`src/rtl/mem_pkg.sv`:
```
// -----------------------------------------------------------------------------
// mem_pkg
// Shared types and constants for the memory arbiter slice.
//   state_e      : arbiter sequencer states (IDLE, BUSY)
//   PORT0/PORT1  : encoding of the owning / last-granted requester
//   DEF_AW/DEF_DW: default address and data widths
// -----------------------------------------------------------------------------
package mem_pkg;

    typedef enum logic {
        IDLE = 1'b0,
        BUSY = 1'b1
    } state_e;

    localparam logic PORT0 = 1'b0;
    localparam logic PORT1 = 1'b1;

    localparam int DEF_AW = 32;
    localparam int DEF_DW = 32;

endpackage

```
`src/rtl/mem_arbiter_if.sv`:
```
// -----------------------------------------------------------------------------
// mem_arbiter_if
// Bundles the two requester ports, the shared memory port and the statistics
// port of the arbiter.
//   slave  : view of the arbiter (requests/responses in, grants/results out)
//   master : view of the environment driving the arbiter
// Requester signals : pN_req, pN_wr, pN_addr, pN_wdata -> pN_done, pN_err,
//                     pN_rdata (N = 0 instruction fetch, N = 1 load/store)
// Memory signals    : mem_req, mem_wr, mem_addr, mem_wdata <- mem_resp,
//                     mem_miss, mem_rdata
// Statistics        : stat_clr -> stat_acc_cnt, stat_miss_cnt
// -----------------------------------------------------------------------------
interface mem_arbiter_if #(
    parameter int AW    = 32,
    parameter int DW    = 32,
    parameter int CNT_W = 16
);

    logic             p0_req;
    logic             p0_wr;
    logic [AW-1:0]    p0_addr;
    logic [DW-1:0]    p0_wdata;
    logic             p0_done;
    logic             p0_err;
    logic [DW-1:0]    p0_rdata;

    logic             p1_req;
    logic             p1_wr;
    logic [AW-1:0]    p1_addr;
    logic [DW-1:0]    p1_wdata;
    logic             p1_done;
    logic             p1_err;
    logic [DW-1:0]    p1_rdata;

    logic             mem_req;
    logic             mem_wr;
    logic [AW-1:0]    mem_addr;
    logic [DW-1:0]    mem_wdata;
    logic             mem_resp;
    logic             mem_miss;
    logic [DW-1:0]    mem_rdata;

    logic             stat_clr;
    logic [CNT_W-1:0] stat_acc_cnt;
    logic [CNT_W-1:0] stat_miss_cnt;

    modport slave (
        input  p0_req, p0_wr, p0_addr, p0_wdata,
        output p0_done, p0_err, p0_rdata,
        input  p1_req, p1_wr, p1_addr, p1_wdata,
        output p1_done, p1_err, p1_rdata,
        output mem_req, mem_wr, mem_addr, mem_wdata,
        input  mem_resp, mem_miss, mem_rdata,
        input  stat_clr,
        output stat_acc_cnt, stat_miss_cnt
    );

    modport master (
        output p0_req, p0_wr, p0_addr, p0_wdata,
        input  p0_done, p0_err, p0_rdata,
        output p1_req, p1_wr, p1_addr, p1_wdata,
        input  p1_done, p1_err, p1_rdata,
        input  mem_req, mem_wr, mem_addr, mem_wdata,
        output mem_resp, mem_miss, mem_rdata,
        output stat_clr,
        input  stat_acc_cnt, stat_miss_cnt
    );

endinterface

```
`src/rtl/mem_arbiter_rr_arb2.sv`:
```
// -----------------------------------------------------------------------------
// rr_arb2
// Combinational two-way round-robin pick.
//   req_i   : request vector, bit 0 = port 0, bit 1 = port 1
//   last_i  : port granted most recently (PORT0/PORT1)
//   valid_o : at least one request is present
//   grant_o : chosen port (PORT0/PORT1), meaningful only when valid_o=1
// -----------------------------------------------------------------------------
module rr_arb2
    import mem_pkg::*;
(
    input  logic [1:0] req_i,
    input  logic       last_i,
    output logic       valid_o,
    output logic       grant_o
);

    // A lone request always wins; on a tie the port that was not served
    // last goes first, which gives strict alternation under contention.
    always_comb begin
        valid_o = |req_i;
        grant_o = PORT0;
        case (req_i)
            2'b01:   grant_o = PORT0;
            2'b10:   grant_o = PORT1;
            2'b11:   grant_o = (last_i == PORT0) ? PORT1 : PORT0;
            default: grant_o = PORT0;
        endcase
    end

endmodule

```
`src/rtl/mem_arbiter.sv`:
```
// -----------------------------------------------------------------------------
// mem_arbiter
// Serialises instruction-fetch (port 0) and load/store (port 1) accesses onto
// one memory interface with round-robin fairness, holds the memory operands
// stable until the memory responds, aborts accesses that exceed TIMEOUT cycles
// and counts completed accesses and read misses.
//   clk   : clock, all logic on the rising edge
//   rst_n : synchronous active-low reset
//   bus   : mem_arbiter_if.slave (requester ports, memory port, statistics)
// -----------------------------------------------------------------------------
module mem_arbiter
    import mem_pkg::*;
#(
    parameter int AW      = DEF_AW,
    parameter int DW      = DEF_DW,
    parameter int TIMEOUT = 64,
    parameter int CNT_W   = 16
) (
    input  logic              clk,
    input  logic              rst_n,
    mem_arbiter_if.slave      bus
);

    localparam int TW = (TIMEOUT > 2) ? $clog2(TIMEOUT) : 1;
    localparam logic [TW-1:0] TMO_LAST = TW'(TIMEOUT - 1);

    state_e           state_q, state_d;
    logic             last_q, last_d;
    logic             owner_q, owner_d;
    logic             wr_q, wr_d;
    logic [AW-1:0]    addr_q, addr_d;
    logic [DW-1:0]    wdata_q, wdata_d;
    logic [TW-1:0]    tmo_q, tmo_d;
    logic             p0_done_q, p0_done_d;
    logic             p1_done_q, p1_done_d;
    logic             p0_err_q, p0_err_d;
    logic             p1_err_q, p1_err_d;
    logic [DW-1:0]    p0_rdata_q, p0_rdata_d;
    logic [DW-1:0]    p1_rdata_q, p1_rdata_d;
    logic [CNT_W-1:0] acc_q, acc_d;
    logic [CNT_W-1:0] miss_q, miss_d;

    logic             arb_valid;
    logic             arb_grant;

    rr_arb2 u_rr_arb2 (
        .req_i   ({bus.p1_req, bus.p0_req}),
        .last_i  (last_q),
        .valid_o (arb_valid),
        .grant_o (arb_grant)
    );

    // Next-state logic. Operands are captured once at grant and the memory
    // port is driven only from those registers, so a requester changing its
    // inputs mid-access cannot disturb the memory. A response in the same
    // cycle the timeout expires counts as a normal completion. stat_clr is
    // evaluated last so it overrides any increment on the same edge.
    always_comb begin
        state_d    = state_q;
        last_d     = last_q;
        owner_d    = owner_q;
        wr_d       = wr_q;
        addr_d     = addr_q;
        wdata_d    = wdata_q;
        tmo_d      = tmo_q;
        p0_done_d  = 1'b0;
        p1_done_d  = 1'b0;
        p0_err_d   = 1'b0;
        p1_err_d   = 1'b0;
        p0_rdata_d = p0_rdata_q;
        p1_rdata_d = p1_rdata_q;
        acc_d      = acc_q;
        miss_d     = miss_q;

        case (state_q)
            IDLE: begin
                if (arb_valid) begin
                    state_d = BUSY;
                    owner_d = arb_grant;
                    tmo_d   = '0;
                    if (arb_grant == PORT1) begin
                        wr_d    = bus.p1_wr;
                        addr_d  = bus.p1_addr;
                        wdata_d = bus.p1_wdata;
                    end else begin
                        wr_d    = bus.p0_wr;
                        addr_d  = bus.p0_addr;
                        wdata_d = bus.p0_wdata;
                    end
                end
            end
            BUSY: begin
                if (bus.mem_resp) begin
                    state_d = IDLE;
                    last_d  = owner_q;
                    if (owner_q == PORT1) begin
                        p1_done_d = 1'b1;
                        if (!wr_q) p1_rdata_d = bus.mem_rdata;
                    end else begin
                        p0_done_d = 1'b1;
                        if (!wr_q) p0_rdata_d = bus.mem_rdata;
                    end
                    if (acc_q != '1) acc_d = acc_q + CNT_W'(1);
                    if (!wr_q && bus.mem_miss && (miss_q != '1)) begin
                        miss_d = miss_q + CNT_W'(1);
                    end
                end else if (tmo_q == TMO_LAST) begin
                    state_d = IDLE;
                    last_d  = owner_q;
                    if (owner_q == PORT1) p1_err_d = 1'b1;
                    else                  p0_err_d = 1'b1;
                end else begin
                    tmo_d = tmo_q + TW'(1);
                end
            end
            default: state_d = IDLE;
        endcase

        if (bus.stat_clr) begin
            acc_d  = '0;
            miss_d = '0;
        end
    end

    // State register. Reset abandons any access in flight; the last-grant
    // bit resets to port 1 so port 0 wins the first tie.
    always_ff @(posedge clk) begin
        if (!rst_n) begin
            state_q    <= IDLE;
            last_q     <= PORT1;
            owner_q    <= PORT0;
            wr_q       <= 1'b0;
            addr_q     <= '0;
            wdata_q    <= '0;
            tmo_q      <= '0;
            p0_done_q  <= 1'b0;
            p1_done_q  <= 1'b0;
            p0_err_q   <= 1'b0;
            p1_err_q   <= 1'b0;
            p0_rdata_q <= '0;
            p1_rdata_q <= '0;
            acc_q      <= '0;
            miss_q     <= '0;
        end else begin
            state_q    <= state_d;
            last_q     <= last_d;
            owner_q    <= owner_d;
            wr_q       <= wr_d;
            addr_q     <= addr_d;
            wdata_q    <= wdata_d;
            tmo_q      <= tmo_d;
            p0_done_q  <= p0_done_d;
            p1_done_q  <= p1_done_d;
            p0_err_q   <= p0_err_d;
            p1_err_q   <= p1_err_d;
            p0_rdata_q <= p0_rdata_d;
            p1_rdata_q <= p1_rdata_d;
            acc_q      <= acc_d;
            miss_q     <= miss_d;
        end
    end

    // All outputs come straight from registers.
    assign bus.mem_req       = (state_q == BUSY);
    assign bus.mem_wr        = wr_q;
    assign bus.mem_addr      = addr_q;
    assign bus.mem_wdata     = wdata_q;
    assign bus.p0_done       = p0_done_q;
    assign bus.p1_done       = p1_done_q;
    assign bus.p0_err        = p0_err_q;
    assign bus.p1_err        = p1_err_q;
    assign bus.p0_rdata      = p0_rdata_q;
    assign bus.p1_rdata      = p1_rdata_q;
    assign bus.stat_acc_cnt  = acc_q;
    assign bus.stat_miss_cnt = miss_q;

endmodule

```
`src/flat_wrapper.sv`:
```
// flat-port wrapper written by rule: the top's interface ports become plain ports
module mem_arbiter_flat import mem_pkg::*;
#(
    parameter int AW      = DEF_AW,
    parameter int DW      = DEF_DW,
    parameter int TIMEOUT = 64,
    parameter int CNT_W   = 16
)
  (clk, rst_n, bus_p0_req, bus_p0_wr, bus_p0_addr, bus_p0_wdata, bus_p0_done, bus_p0_err, bus_p0_rdata, bus_p1_req, bus_p1_wr, bus_p1_addr, bus_p1_wdata, bus_p1_done, bus_p1_err, bus_p1_rdata, bus_mem_req, bus_mem_wr, bus_mem_addr, bus_mem_wdata, bus_mem_resp, bus_mem_miss, bus_mem_rdata, bus_stat_clr, bus_stat_acc_cnt, bus_stat_miss_cnt);
  mem_arbiter_if #(.AW(AW), .DW(DW), .CNT_W(CNT_W)) bus_i ();
  input  logic clk;
  input  logic rst_n;
  input wire logic [$bits(bus_i.p0_req)-1:0] bus_p0_req;
  input wire logic [$bits(bus_i.p0_wr)-1:0] bus_p0_wr;
  input wire logic [$bits(bus_i.p0_addr)-1:0] bus_p0_addr;
  input wire logic [$bits(bus_i.p0_wdata)-1:0] bus_p0_wdata;
  output wire logic [$bits(bus_i.p0_done)-1:0] bus_p0_done;
  output wire logic [$bits(bus_i.p0_err)-1:0] bus_p0_err;
  output wire logic [$bits(bus_i.p0_rdata)-1:0] bus_p0_rdata;
  input wire logic [$bits(bus_i.p1_req)-1:0] bus_p1_req;
  input wire logic [$bits(bus_i.p1_wr)-1:0] bus_p1_wr;
  input wire logic [$bits(bus_i.p1_addr)-1:0] bus_p1_addr;
  input wire logic [$bits(bus_i.p1_wdata)-1:0] bus_p1_wdata;
  output wire logic [$bits(bus_i.p1_done)-1:0] bus_p1_done;
  output wire logic [$bits(bus_i.p1_err)-1:0] bus_p1_err;
  output wire logic [$bits(bus_i.p1_rdata)-1:0] bus_p1_rdata;
  output wire logic [$bits(bus_i.mem_req)-1:0] bus_mem_req;
  output wire logic [$bits(bus_i.mem_wr)-1:0] bus_mem_wr;
  output wire logic [$bits(bus_i.mem_addr)-1:0] bus_mem_addr;
  output wire logic [$bits(bus_i.mem_wdata)-1:0] bus_mem_wdata;
  input wire logic [$bits(bus_i.mem_resp)-1:0] bus_mem_resp;
  input wire logic [$bits(bus_i.mem_miss)-1:0] bus_mem_miss;
  input wire logic [$bits(bus_i.mem_rdata)-1:0] bus_mem_rdata;
  input wire logic [$bits(bus_i.stat_clr)-1:0] bus_stat_clr;
  output wire logic [$bits(bus_i.stat_acc_cnt)-1:0] bus_stat_acc_cnt;
  output wire logic [$bits(bus_i.stat_miss_cnt)-1:0] bus_stat_miss_cnt;
  assign bus_i.p0_req = bus_p0_req;
  assign bus_i.p0_wr = bus_p0_wr;
  assign bus_i.p0_addr = bus_p0_addr;
  assign bus_i.p0_wdata = bus_p0_wdata;
  assign bus_p0_done = bus_i.p0_done;
  assign bus_p0_err = bus_i.p0_err;
  assign bus_p0_rdata = bus_i.p0_rdata;
  assign bus_i.p1_req = bus_p1_req;
  assign bus_i.p1_wr = bus_p1_wr;
  assign bus_i.p1_addr = bus_p1_addr;
  assign bus_i.p1_wdata = bus_p1_wdata;
  assign bus_p1_done = bus_i.p1_done;
  assign bus_p1_err = bus_i.p1_err;
  assign bus_p1_rdata = bus_i.p1_rdata;
  assign bus_mem_req = bus_i.mem_req;
  assign bus_mem_wr = bus_i.mem_wr;
  assign bus_mem_addr = bus_i.mem_addr;
  assign bus_mem_wdata = bus_i.mem_wdata;
  assign bus_i.mem_resp = bus_mem_resp;
  assign bus_i.mem_miss = bus_mem_miss;
  assign bus_i.mem_rdata = bus_mem_rdata;
  assign bus_i.stat_clr = bus_stat_clr;
  assign bus_stat_acc_cnt = bus_i.stat_acc_cnt;
  assign bus_stat_miss_cnt = bus_i.stat_miss_cnt;
  mem_arbiter #(.AW(AW), .DW(DW), .TIMEOUT(TIMEOUT), .CNT_W(CNT_W)) u_core (.clk(clk), .rst_n(rst_n), .bus(bus_i));
endmodule
```
`config.mk`:
```
export PLATFORM = sky130hd
export DESIGN_NAME = mem_arbiter_flat
export DESIGN_NICKNAME = d
export VERILOG_FILES = /design/src/rtl/mem_pkg.sv /design/src/rtl/mem_arbiter_if.sv /design/src/rtl/mem_arbiter_rr_arb2.sv /design/src/rtl/mem_arbiter.sv /design/src/flat_wrapper.sv
export SDC_FILE = /design/constraint.sdc
export NUM_CORES = 1
export LEC_CHECK = 0
export CORE_UTILIZATION = 38
export DETAILED_ROUTE_END_ITERATION = 12
export PLACE_DENSITY = 0.77
export SLEW_MARGIN = 20
export SYNTH_ARGS = -nofsm -noshare
export SYNTH_HDL_FRONTEND = slang
export SYNTH_SLANG_ARGS = --single-unit
```
`constraint.sdc`:
```
create_clock -name clk -period 1.55 [get_ports clk]
set_input_delay 0.2325 -clock clk [delete_from_list [all_inputs] [get_ports clk]]
set_output_delay 0.2325 -clock clk [all_outputs]
set_load 0.005 [all_outputs]
```
Yosys cells after proc, flatten, opt, wreduce, memory -nomap -nowiden
Cells that the tools add are included.
Word-level totals
  word-level logic and storage cells: 63
  register bits after elaboration: 174
  bits of input ports: 169
  output and inout bits: 166
Cells by class
  bitwise logic cells: 5
  reduce and logical (&&, ||, !) cells: 15
  mux-type cells: 17
  equal/unequal tests: 8
  add/subtract/negate cells: 3
Operators with widths (count)
  $mux 32: 2
  $add 16x1->16 const B: 2
  $ne 16x16->1 const B: 2
  $mux 6: 3
  $pmux 6 s2: 1
  $reduce_and 3->1: 4
  $mux 1: 9
  $reduce_and 4->1: 2
  $add 6x1->6 const B: 1
  $eq 6x6->1 const B: 1
  $not 1->1: 5
  $eq 2x2->1 const B: 2
  $ne 2x2->1 const B: 2
  $pmux 1 s2: 2
  $reduce_and 2->1: 2
  $reduce_or 2->1: 2
  $reduce_or 4->1: 1
  $logic_and 1x1->1: 2
  $ne 2x1->1 const B: 1
  $reduce_bool 2->1: 1
  $logic_not 1->1: 1

Depth between registers and ports, before layout
  depth after elaboration: 4
  gate-level depth with buffers: 8
  gate-level depth less buffers: 5

Cells and area by module
A second synthesis with hierarchy kept.
Unflattened totals
  cell total of the unflattened synthesis: 841
  area, all modules: 7230.7 sq um
Modules (own cells, without submodules)
  mem_arbiter: cells an instance 839, instances 1, area each 7216.9 sq um, seq. area each 3483.3 sq um
  rr_arb2: cells an instance 2, instances 1, area each 13.8 sq um, seq. area each 0.0 sq um

Worst setup path before layout
Ideal clock, no wire load.
  path type: reg-to-reg
  start point: register u_core.acc_q[0] (netlist: u_core.bus.stat_acc_cnt[0])
  end point: register u_core.acc_q[10] (netlist: u_core.bus.stat_acc_cnt[10])
  setup time: 0.135 ns
  arrival: 1.601 ns
  period minus slack after synthesis: 1.736 ns
  data required time: 1.415 ns
  path slack: -0.186 ns
  cell stages (with the launch flop): 7
  path buffers: 1
  cells stage by stage: dfxtp_1 > ha_1 > nand3_1 > or3_1 > clkbuf_2 > o311ai_0 > o41ai_1
On the way
  word-level cells in the longest chain between the ends: 2
  elaborated cells between the ends (all ways): 3
  classes of those cells: add/sub (1); eq/ne (1); reduce/logical (1)
RTL lines
  start, declared: line mem_arbiter.sv:40  | logic [CNT_W-1:0] acc_q, acc_d;
  start signal, assigned: line mem_arbiter.sv:142  | acc_q <= '0;
  start signal, assigned: line mem_arbiter.sv:158  | acc_q <= acc_d;
  branches (longest 2 deep; another with $add 16x1->16)
Several ways; the timed one is not identified.
A chain may end at the register's enable or synchronous reset.

Worst setup path in the final report
  start point: register u_core.acc_q[2] (netlist: u_core.bus.stat_acc_cnt[2])
  end point: register u_core.acc_q[13] (netlist: u_core.bus.stat_acc_cnt[13])
The elaborated chain is that of the path after synthesis.

==> run metrics <==
Warnings, synthesis=0; final sum of negative setup slack=-120.1 ps; Routed Antenna Nets=0; combined area of all synthesized cells=7592 um^2; Critical-path top delay cell=sky130_fd_sc_hd__or4_4; max-slew violation count=0; Max IR drop VDD=0.7286 mV; global-route usage over all layers=23.36%; Worst Clk Skew=11.86 ps; final estimated routing congestion in global placement=0.8474; Startpoint Class=flip-flop; startpoint of the most critical register-to-register path=u_core.bus.stat_acc_cnt[2]; Boundary Pins=335; antenna violations before repair=0; highest clock rate=0.6118 GHz; clock root buffer=sky130_fd_sc_hd__clkbuf_16; chain of cells forming the critical path=nand4_4 -> or3_4 -> or4_4 -> a21oi_2; via/cell ratio=5.188; Setup Crit Path Kind=reg2reg; net total in the final layout=1411; Worst Path Max Fanout=4; pin count of the biggest net entering global routing=72; destination of the critical timing path=u_core.bus.stat_acc_cnt[13]; width of the die=143.4 um; max-cap check violation count=0; synthesized flop and latch total=174; placed instance count=1462; DP Area=11890 um^2; area of the die=20550 um^2; grt total ovfl=0; sequential-to-total area share from yosys stat=45.88%; hold crit path type=in2reg; wire length of the first global-routing pass=37.35 mm; Post-CTS Hold Fix Bufs=0; Num CTS Buffers=17; slack of the critical path=-84.53 ps; IO buf count=334; clock-pin slew on the worst setup and hold paths=70 ps; maximum clock insertion buffer count=2; WP data arrival=1990 ps; Skew-Pair Late Insertion Delay=430 ps; Core Area=19530 um^2; result of the run=finished, violations left; setup slack of the most critical reg-to-reg path=-80 ps; number of nets in the synthesized netlist=1007; Detailed Route Iter0 Violations=390; minimum clock period after layout=1635 ps; most frequent cell after synthesis=sky130_fd_sc_hd__nand2_1; Req. time, crit path=1900 ps; actual slew at the worst max-slew pin=521.2 ps; count of flip-flops with a built-in enable after synthesis=0; final routed wire length divided by cell count=16.88 um; Finished Cell Area=13120 um^2; starting utilization of the core area=38.88%; violated checks=setup timing; predominant post-synthesis flop cell=sky130_fd_sc_hd__dfxtp_1; synthesis-to-finish area growth=72.82%; Leakage Power=6.580 nW; count of vias placed by the detailed router=7875; share of the synthesized area in the top cell type=45.88%; largest incremental delay on the critical path=490 ps; Levels on crit path=4; library cells used by synthesis=53; first-pass detailed-route iteration total=5; non-filler instance count after layout=1518; DPL Wire Length=17.73 mm; setup repair after global routing missed its margin=true; final worst-path cycle share=105.5%; Avg Inst Size Synth=9.093 um^2; critical path startpoint=u_core.bus.stat_acc_cnt[2]; Crit path max-delay family=simple AND/OR/NAND/NOR gates; die boundary height=143.4 um; total clock sinks=174; critical path endpoint category=flip-flop; fraction of final layout cells sized beyond drive strength 1=18.53%; reg-to-reg endpoint=u_core.bus.stat_acc_cnt[13]; power density of the placed cells=853.8 nW/um^2; number of remaining DRC errors=0; number of global-route vias before repair=7455; synth cell count leaders=sky130_fd_sc_hd__nand2_1 (217), sky130_fd_sc_hd__dfxtp_1 (174), sky130_fd_sc_hd__mux2i_1 (67); count of filler cells inserted in the layout=1579; depth of the worst register-to-register path=4; max-slew headroom at the worst pin=65.10%; Hold Fails Final Rpt=0; clock tree from TritonCTS=built; row cnt=51; H-tree depth reported by CTS=4; share of synthesized registers carrying an async set or reset=0%; worst path buffer plus inverter count=0; cell taking the most area after synthesis=sky130_fd_sc_hd__dfxtp_1; gate count after technology mapping=835; routed wire length=25.63 mm; leading cell types by total area after synthesis=sky130_fd_sc_hd__dfxtp_1 (46%), sky130_fd_sc_hd__nand2_1 (11%), sky130_fd_sc_hd__mux2i_1 (8.8%); # setup viols final=3
==> placed cells by master, fill, tap and decap left out, drive strengths merged, types with 13 or more instances in the layout <==
cell type | netlist | routed
nor2 | 13 | 13
dfxtp | 174 | 174
nand2 | 217 | 217
inv | 5 | 13
or3 | 18 | 18
a21oi | 24 | 24
a21boi | 66 | 66
nand3 | 14 | 15
o211a | 65 | 65
dlymetal6s2s | 0 | 67
clkdlybuf4s50 | 0 | 215
o21ai | 16 | 16
dlygate4sd2 | 0 | 49
mux2i | 67 | 67
buf | 21 | 110
clkbuf | 40 | 20
==> report_power, final <==
| group | switching [mW] | internal [mW] |
|---|---|---|
| Sequential | 0.125 | 4.70 |
| Clock | 1.98 | 2.43 |
| Combinational | 0.764 | 1.21 |
==> tightest hold or removal path: stages <==
cell                       delay (ps)
sky130_fd_sc_hd__buf_4            140
sky130_fd_sc_hd__nand2b_1          90
sky130_fd_sc_hd__buf_4            190
sky130_fd_sc_hd__a21oi_2           40
==> sequential cells by signal, summed over array words and instances (netlist names) <==
register and flops:
u_core.bus.p0_done 1, u_core.last_q 1, u_core.bus.p1_done 1, u_core.bus.stat_acc_cnt 16, u_core.bus.stat_miss_cnt 16, u_core.bus.mem_wdata 32
u_core.bus.p0_rdata 32, u_core.tmo_q 6, u_core.bus.mem_req 1, u_core.bus.p1_err 1, u_core.bus.p0_err 1, u_core.bus.mem_addr 32
u_core.owner_q 1, u_core.bus.p1_rdata 32, u_core.bus.mem_wr 1
==> what timing repair did <==
action | 4_1_cts | 5_1_grt
setup buffers | 12 | 7
resized for setup | 89 | 136
setup endpoints to repair | 70 | 134
pin swaps | 5 | 15
gates cloned | 1 | 6
==> layer usage <==
layer | global-route usage, % | up-vias | share of wire, %
met2 | 42.05 | 299 | 51
met5 | 0 | - | 0
met3 | 8.497 | 35 | 8.4
met4 | 7.559 | 0 | 2.3
met1 | 25.31 | 3741 | 38
li1 | - | 3800 | -
==> stage by stage <==
step | hold WS [ps] | total power, mW | util (%) | worst slack [ps]
global route | 323.1 | 11.62 | 67.19 | -127.7
CTS | 290.5 | 11.28 | 64.69 | -34.51
finish | 305.0 | 11.20 | 67.20 | -84.53
global placement | 448.1 | 6.811 | 60.88 | -411.0
detailed placement | 454.7 | 6.843 | 60.88 | -439.2
floorplan | 377.4 | 5.630 | - | -47.58
==> how the worst min path moves through the flow <==
stage          cells after the start                     from                          end  slack [ps]
2_1_floorplan                      2        bus_mem_rdata[16]      u_core.bus.p0_rdata[16]         380
3_3_place_gp                       2   u_core.bus.p1_rdata[2]       u_core.bus.p1_rdata[2]         450
3_5_place_dp                       2  u_core.bus.p0_rdata[29]      u_core.bus.p0_rdata[29]         450
4_1_cts                            4                    rst_n  u_core.bus.stat_acc_cnt[13]         290
5_1_grt                            4                    rst_n  u_core.bus.stat_acc_cnt[11]         320
6_report                           4                    rst_n  u_core.bus.stat_acc_cnt[11]         310
==> layout make-up <==
cell class	instances	area, um^2	share of cell area, %
clock inverters	15	171.4	1.306
well taps	265	331.6	2.527
inverters	5	18.77	0.1430
diodes	1	2.502	0.01907
repair buffers	445	4593	35.01
clock buffers	17	425.4	3.242
multi-input cells	596	4031	30.72
flip-flops and latches	174	3547	27.03
==> cells by family after synthesis <==
group | share of synthesized area [%]
mux | 8.833
compound gates | 21.31
simple gates | 19.36
buf+inv | 4.120
fa+ha+maj | 0.4944
flops | 45.88
Power figures use the tool's default switching activity.
